$ cat config.mk
export PLATFORM = sky130hd
export DESIGN_NAME = i2s_frame_sched
export DESIGN_NICKNAME = d
export VERILOG_FILES = /design/src/rtl/i2s_frame_sched.sv
export SDC_FILE = /design/constraint.sdc
export NUM_CORES = 1
export LEC_CHECK = 0
export BUFFER_PORTS_ARGS = -buffer_cell sky130_fd_sc_hd__buf_2
export CAP_MARGIN = 30
export CORE_ASPECT_RATIO = 1.2
export CORE_UTILIZATION = 48
export CTS_BUF_LIST = sky130_fd_sc_hd__clkbuf_8
export DETAILED_ROUTE_END_ITERATION = 8
export PLACE_DENSITY = 0.78
export SKIP_LAST_GASP = 1
export SLEW_MARGIN = 0
export SYNTH_ARGS = -nofsm -noshare
export SYNTH_HDL_FRONTEND = slang
export SYNTH_SLANG_ARGS = --single-unit
$ cat constraint.sdc
create_clock -name sys_clk -period 2.1 [get_ports sys_clk]
set_input_delay 0.42 -clock sys_clk [delete_from_list [all_inputs] [get_ports sys_clk]]
set_output_delay 0.42 -clock sys_clk [all_outputs]
set_load 0.02 [all_outputs]
$ cat src/rtl/i2s_frame_sched.sv
// Frame scheduler between an I2S transceiver and a sample pipeline.
// It brings the transceiver out of reset, skips the startup frames, hands each
// stereo frame to the pipeline and returns the result to the tx side.
// A late result or a frame overrun flushes the pipeline, mutes the output and
// counts an underrun.
module i2s_frame_sched #(
  parameter int sample_size     = 16,
  parameter int startup_frames  = 4,
  parameter int deadline_cycles = 2048
) (
  input  logic                   sys_clk,
  input  logic                   reset_n,
  input  logic                   run,
  input  logic                   bypass,
  input  logic                   trx_rx_valid,
  input  logic [sample_size-1:0] trx_rx_l,
  input  logic [sample_size-1:0] trx_rx_r,
  output logic                   trx_enable,
  output logic                   trx_reset,
  output logic [sample_size-1:0] trx_tx_l,
  output logic [sample_size-1:0] trx_tx_r,
  output logic                   proc_in_valid,
  input  logic                   proc_in_ready,
  output logic [sample_size-1:0] proc_in_l,
  output logic [sample_size-1:0] proc_in_r,
  input  logic                   proc_out_valid,
  output logic                   proc_out_ready,
  input  logic [sample_size-1:0] proc_out_l,
  input  logic [sample_size-1:0] proc_out_r,
  output logic                   proc_flush,
  output logic                   running,
  output logic [15:0]            underrun_count
);

  localparam int DL_W = $clog2(deadline_cycles);
  localparam logic [DL_W-1:0] DL_LAST   = DL_W'(deadline_cycles - 1);
  localparam logic [DL_W-1:0] DL_ONE    = DL_W'(1);
  localparam logic [7:0]      SYNC_LAST = 8'(startup_frames - 1);

  typedef enum logic [2:0] {
    IDLE,
    TRX_RST,
    SYNC,
    WAIT_FRAME,
    ISSUE,
    WAIT_RESULT
  } state_t;

  state_t                 state_reg, state_next;
  logic                   rst_cnt_reg, rst_cnt_next;
  logic [7:0]             sync_cnt_reg, sync_cnt_next;
  logic [DL_W-1:0]        dl_cnt_reg, dl_cnt_next;
  logic [sample_size-1:0] tx_l_reg, tx_l_next, tx_r_reg, tx_r_next;
  logic [sample_size-1:0] in_l_reg, in_l_next, in_r_reg, in_r_next;
  logic                   flush_reg, flush_next;
  logic [15:0]            underrun_reg, underrun_next;
  logic                   rx_valid_d_reg;
  logic                   frame_evt_reg;
  logic                   busy;
  logic                   miss;

  // A frame is in flight with the pipeline while issuing or awaiting the result.
  assign busy = (state_reg == ISSUE) || (state_reg == WAIT_RESULT);

  // Deadline expiry or a new frame while busy is a miss, unless the result is
  // accepted on that same cycle.
  assign miss = busy
              && !((state_reg == WAIT_RESULT) && proc_out_valid)
              && ((dl_cnt_reg == DL_LAST) || frame_evt_reg);

  // Registers: rx_valid edge detector, FSM state, counters and datapath.
  always_ff @(posedge sys_clk or negedge reset_n) begin
    if (!reset_n) begin
      state_reg      <= IDLE;
      rst_cnt_reg    <= 1'b0;
      sync_cnt_reg   <= '0;
      dl_cnt_reg     <= '0;
      tx_l_reg       <= '0;
      tx_r_reg       <= '0;
      in_l_reg       <= '0;
      in_r_reg       <= '0;
      flush_reg      <= 1'b0;
      underrun_reg   <= '0;
      rx_valid_d_reg <= 1'b0;
      frame_evt_reg  <= 1'b0;
    end else begin
      state_reg      <= state_next;
      rst_cnt_reg    <= rst_cnt_next;
      sync_cnt_reg   <= sync_cnt_next;
      dl_cnt_reg     <= dl_cnt_next;
      tx_l_reg       <= tx_l_next;
      tx_r_reg       <= tx_r_next;
      in_l_reg       <= in_l_next;
      in_r_reg       <= in_r_next;
      flush_reg      <= flush_next;
      underrun_reg   <= underrun_next;
      rx_valid_d_reg <= trx_rx_valid;
      frame_evt_reg  <= trx_rx_valid & ~rx_valid_d_reg;
    end
  end

  // Next-state and datapath updates; every target holds unless changed below.
  always_comb begin
    state_next    = state_reg;
    rst_cnt_next  = rst_cnt_reg;
    sync_cnt_next = sync_cnt_reg;
    dl_cnt_next   = dl_cnt_reg;
    tx_l_next     = tx_l_reg;
    tx_r_next     = tx_r_reg;
    in_l_next     = in_l_reg;
    in_r_next     = in_r_reg;
    flush_next    = 1'b0;
    underrun_next = underrun_reg;

    if ((state_reg != IDLE) && !run) begin
      // Stopping abandons any in-flight pipeline work.
      state_next = IDLE;
      tx_l_next  = '0;
      tx_r_next  = '0;
      flush_next = busy;
    end else if (miss) begin
      state_next    = WAIT_FRAME;
      tx_l_next     = '0;
      tx_r_next     = '0;
      flush_next    = 1'b1;
      underrun_next = (underrun_reg == 16'hFFFF) ? underrun_reg : underrun_reg + 16'd1;
    end else begin
      case (state_reg)
        IDLE: begin
          if (run) begin
            state_next   = TRX_RST;
            rst_cnt_next = 1'b0;
          end
        end
        TRX_RST: begin
          rst_cnt_next = 1'b1;
          if (rst_cnt_reg) begin
            state_next    = SYNC;
            sync_cnt_next = '0;
          end
        end
        SYNC: begin
          if (frame_evt_reg) begin
            if (sync_cnt_reg == SYNC_LAST) state_next = WAIT_FRAME;
            else sync_cnt_next = sync_cnt_reg + 8'd1;
          end
        end
        WAIT_FRAME: begin
          if (frame_evt_reg) begin
            if (bypass) begin
              tx_l_next = trx_rx_l;
              tx_r_next = trx_rx_r;
            end else begin
              in_l_next   = trx_rx_l;
              in_r_next   = trx_rx_r;
              dl_cnt_next = '0;
              state_next  = ISSUE;
            end
          end
        end
        ISSUE: begin
          dl_cnt_next = dl_cnt_reg + DL_ONE;
          if (proc_in_ready) state_next = WAIT_RESULT;
        end
        WAIT_RESULT: begin
          dl_cnt_next = dl_cnt_reg + DL_ONE;
          if (proc_out_valid) begin
            tx_l_next = proc_out_l;
            tx_r_next = proc_out_r;
            if (frame_evt_reg) begin
              // Result and next frame coincide: take both, no miss.
              in_l_next   = trx_rx_l;
              in_r_next   = trx_rx_r;
              dl_cnt_next = '0;
              state_next  = ISSUE;
            end else begin
              state_next = WAIT_FRAME;
            end
          end
        end
        default: state_next = IDLE;
      endcase
    end
  end

  assign trx_reset      = (state_reg == IDLE) || (state_reg == TRX_RST);
  assign trx_enable     = (state_reg != IDLE);
  assign running        = (state_reg == WAIT_FRAME) || busy;
  assign proc_in_valid  = (state_reg == ISSUE);
  assign proc_out_ready = (state_reg == WAIT_RESULT);
  assign trx_tx_l       = tx_l_reg;
  assign trx_tx_r       = tx_r_reg;
  assign proc_in_l      = in_l_reg;
  assign proc_in_r      = in_r_reg;
  assign proc_flush     = flush_reg;
  assign underrun_count = underrun_reg;

endmodule

==> results by group <==
Clock tree
  • Root buffer cell: clkbuf_8
  • Htree depth: 3
  • Clk buf depth: 2
  • Worst-skew pair later-pin latency: 0.38 ns
  • Clock sinks: 106
  • CTS Buf Count: 9
  • CTS tree: built
  • Worst-path clk slew: 0.11 ns

Timing
  • RSZ-0062 raised after global routing: true
  • Post-layout min period: 2.04 ns
  • Least-Margin Pin Slew: 0.579 ns
  • Final setup viols: 0
  • Fmax: 489 MHz
  • Final Hold Vio Count: 0
  • Fin crit share: 0.974
  • Slew headroom: 0.614
  • Max-slew violation count: 0
  • WHS: 0.0376 ns
  • Setup TNS: 0 ns
  • Worst Clk Skew: 0.0142 ns

Die
  • Core area: 10500 um2
  • FP Rows: 41
  • Die span in x: 96.7 um
  • DIE AREA: 11200 um2
  • Die height: 116 um
  • Boundary pin count: 157
  • Initial core utilization: 0.492

Place
  • RePlAce Congestion: 0.810
  • HPWL Detailed: 8.83 mm
  • Placed Instances: 719
  • I/O Buffers: 156
  • Placed Instance Area: 6200 um2

Setup path
  • R2R setup slack: 0.06 ns
  • Worst path required time: 2.36 ns
  • Worst path depth: 5
  • Crit Path Category: flip-flop to flip-flop
  • Crit path DAT: 2.30 ns
  • Worst Setup SP: state_reg[0]$_DFFE_PN0P_
  • Crit-path cells: buf_4 -> or3b_1 -> a211oi_4 -> o221ai_2 -> a221o_1
  • CP max stage delay: 0.47 ns
  • Worst path buffer plus inverter count: 1
  • Reg2Reg Launch Point: state_reg[0]$_DFFE_PN0P_
  • Setup crit end: sync_cnt_reg[7]$_DFFE_PN0P_
  • Worst R2R Path Depth: 5
  • Startpoint Class: flip-flop
  • Setup crit end kind: flip-flop
  • CP delay by family, top: compound AO/OA/AOI/OAI gates
  • Critical path's slowest cell: dfrtp_2
  • Critical register-to-register path endpoint: sync_cnt_reg[7]$_DFFE_PN0P_
  • Crit-path max FO: 9

Pwr
  • Static Leak: 3.45 nW
  • Worst vdd ir: 711 uV
  • Power Dens Cells: 1260 nW/um2

Detailed routing
  • Highest Signal Layer: met4
  • Final wirelength: 12.4 mm
  • Antenna viol nets, final: 0
  • Met2 wire len: 6.28 mm
  • Drc violations: 0
  • Pre-Repair DR Iteration Count: 4
  • Met1 WL: 5.44 mm
  • WL/cell: 16.6 um
  • Met3 wire length: 553 um
  • DR vias/cell: 5.52
  • Vias post-DR: 4132
  • Detailed Route Iter0 Violations: 297

Run
  • Max-cap violations: 0

Cells and area
  • Inserted Diodes: 0
  • Design Area, Final: 6570 um2
  • Post-route insts no fill: 749
  • Synthesis-to-layout area growth: 27.1%
  • Share of post-route cells with drive strength above 1: 0.447
  • Fillers: 804
  • Nets: 689

Synthesis
  • Yosys reg bits: 106
  • Synthesized area: 5170 um2
  • Ys flop type: dfrtp_1
  • Synth async-reset ratio: 1.00
  • Sequential area share after synthesis: 0.513
  • Post-synth EDFFs: 0
  • Cells after Synth: 433
  • Synth cell types: 59
  • Syn nets: 507
  • Synthesis Warnings: 0
  • Mean Syn Cell Area: 11.9 um2

Global route
  • First-pass GRT wire length: 19.4 mm
  • Largest net degree at the start of global routing: 42
  • GRT overflow: 0
  • Gr usage total: 0.216
  • Antenna violations before repair: 0
  • Vias in the first global route: 3885

Worst hold path
  • Worst min-delay path class: input pin to asynchronous set/reset pin

Run status
  • Status: finished, final reports clean
-- area by class of cell --
| type | count | area [um2] | area share |
|---|---|---|---|
| repair buffers | 194 | 1120 | 0.170 |
| multi-input cells | 291 | 2350 | 0.358 |
| well taps | 129 | 161 | 0.0246 |
| clock buffers | 10 | 138 | 0.0209 |
| inverters | 13 | 48.8 | 0.00743 |
| clock inverters | 6 | 96.3 | 0.0147 |
| flip-flops and latches | 106 | 2660 | 0.404 |
-- Yosys cell counts (2+ instances only) --
master | n | area (um2)
and4_1 | 2 | 17.5
o21ai_0 | 25 | 125
nor2b_1 | 4 | 25.0
or2_2 | 2 | 12.5
xnor2_1 | 15 | 131
and3_1 | 11 | 68.8
or3b_2 | 3 | 26.3
o21ai_2 | 2 | 17.5
a221o_1 | 2 | 20.0
nand2_1 | 17 | 63.8
nand2b_1 | 2 | 12.5
buf_2 | 13 | 65.1
nor4b_4 | 2 | 47.6
buf_4 | 3 | 22.5
clkbuf_1 | 2 | 7.51
o2bb2ai_1 | 32 | 280
nor4_1 | 2 | 12.5
nor3_1 | 4 | 20.0
buf_6 | 3 | 33.8
mux2_2 | 35 | 394
inv_1 | 12 | 45.0
a21oi_1 | 6 | 30.0
o31ai_1 | 9 | 67.6
a31oi_1 | 3 | 18.8
o41ai_2 | 2 | 32.5
dfrtp_1 | 106 | 2650
ha_1 | 3 | 37.5
and3b_1 | 2 | 17.5
nand3_1 | 26 | 130
mux2i_1 | 33 | 330
nand4_1 | 6 | 37.5
nor2_1 | 17 | 63.8
-- metrics by stage --
step	power (W)	util	setup WS (ns)
after global routing	0.00871	0.625	-0.0479
after CTS	0.00816	0.614	-0.0135
after detailed placement	0.00668	0.590	-0.0735
final	0.00826	0.625	0.0556
after global placement	0.00657	0.590	0.0832
after floorplan	0.00542	-	0.156
-- cells in the final DEF (no fill, tap or decap), types with 3 or more instances in the layout --
cell	Yosys	routed
buf_4	3	35
nor3_1	4	4
and3_1	11	11
o21ai_0	25	22
nor2_1	17	17
inv_1	12	12
o31ai_1	9	8
buf_2	13	155
xnor2_1	15	15
clkbuf_8	1	10
mux2_2	35	35
buf_12	0	4
o21ai_1	0	3
nor2b_1	4	3
mux2i_1	33	33
a31oi_1	3	3
or3b_2	3	3
nand3_1	26	26
nor4b_4	2	3
a21oi_1	6	5
dfrtp_2	0	3
nand2_1	17	16
ha_1	3	3
dfrtp_1	106	103
o2bb2ai_1	32	32
nand4_1	6	6
-- worst min-delay path by stage --
| stage | startpoint | slack [ns] | cells after the start | to |
|---|---|---|---|---|
| 2_1_floorplan | reset_n | 0.12 | 0 | dl_cnt_reg[0]$_DFFE_PN0P_ |
| 3_3_place_gp | rx_valid_d_reg$_DFF_PN0_ | 0.38 | 1 | frame_evt_reg$_DFF_PN0_ |
| 3_5_place_dp | rx_valid_d_reg$_DFF_PN0_ | 0.40 | 1 | frame_evt_reg$_DFF_PN0_ |
| 4_1_cts | reset_n | 0.05 | 1 | proc_in_l[15]$_DFFE_PN0P_ |
| 5_1_grt | reset_n | 0.06 | 1 | proc_in_l[7]$_DFFE_PN0P_ |
| 6_report | reset_n | 0.04 | 1 | proc_in_l[5]$_DFFE_PN0P_ |
-- kinds of logic (layout without fill, tap and decap cells) --
group           Yosys count  count (layout)  synth area share
flops                   106             106             0.513
fa+ha+maj                 4               4           0.00920
compound gates           90              90             0.140
mux                      69              69             0.143
xor+xnor                 16              16            0.0271
simple gates            112             112             0.129
buf+inv                  36             223            0.0380
-- metal layers --
layer | track usage | vias to the layer above
met4 | 0.0547 | 0
met3 | 0.0470 | 15
met2 | 0.361 | 134
met5 | 0 | -
li1 | - | 1959
met1 | 0.288 | 2024
-- power breakdown --
group	leakage (nW)	switching (W)	internal, W
combinational	1.94	0.00214	0.00156
clock	0.115	0.000724	0.000719
sequential	1.40	0.000409	0.00271
-- timing repair --
action,CTS,global route
pin swaps,0,1
buffers inserted,0,14
hold buffers,0,0
resized for setup,8,5
endpoints found under the setup margin,5,16
-- worst register-to-register path, delay by kind of cell (launching register included) --
kind,cells,cell delay (ns)
AO/OA/AOI/OAI,3,0.84
buffers and inverters,1,0.16
flip-flops,1,0.47
AND/OR/NAND/NOR,1,0.46
Note: power is estimated with default switching activity, not from simulation.
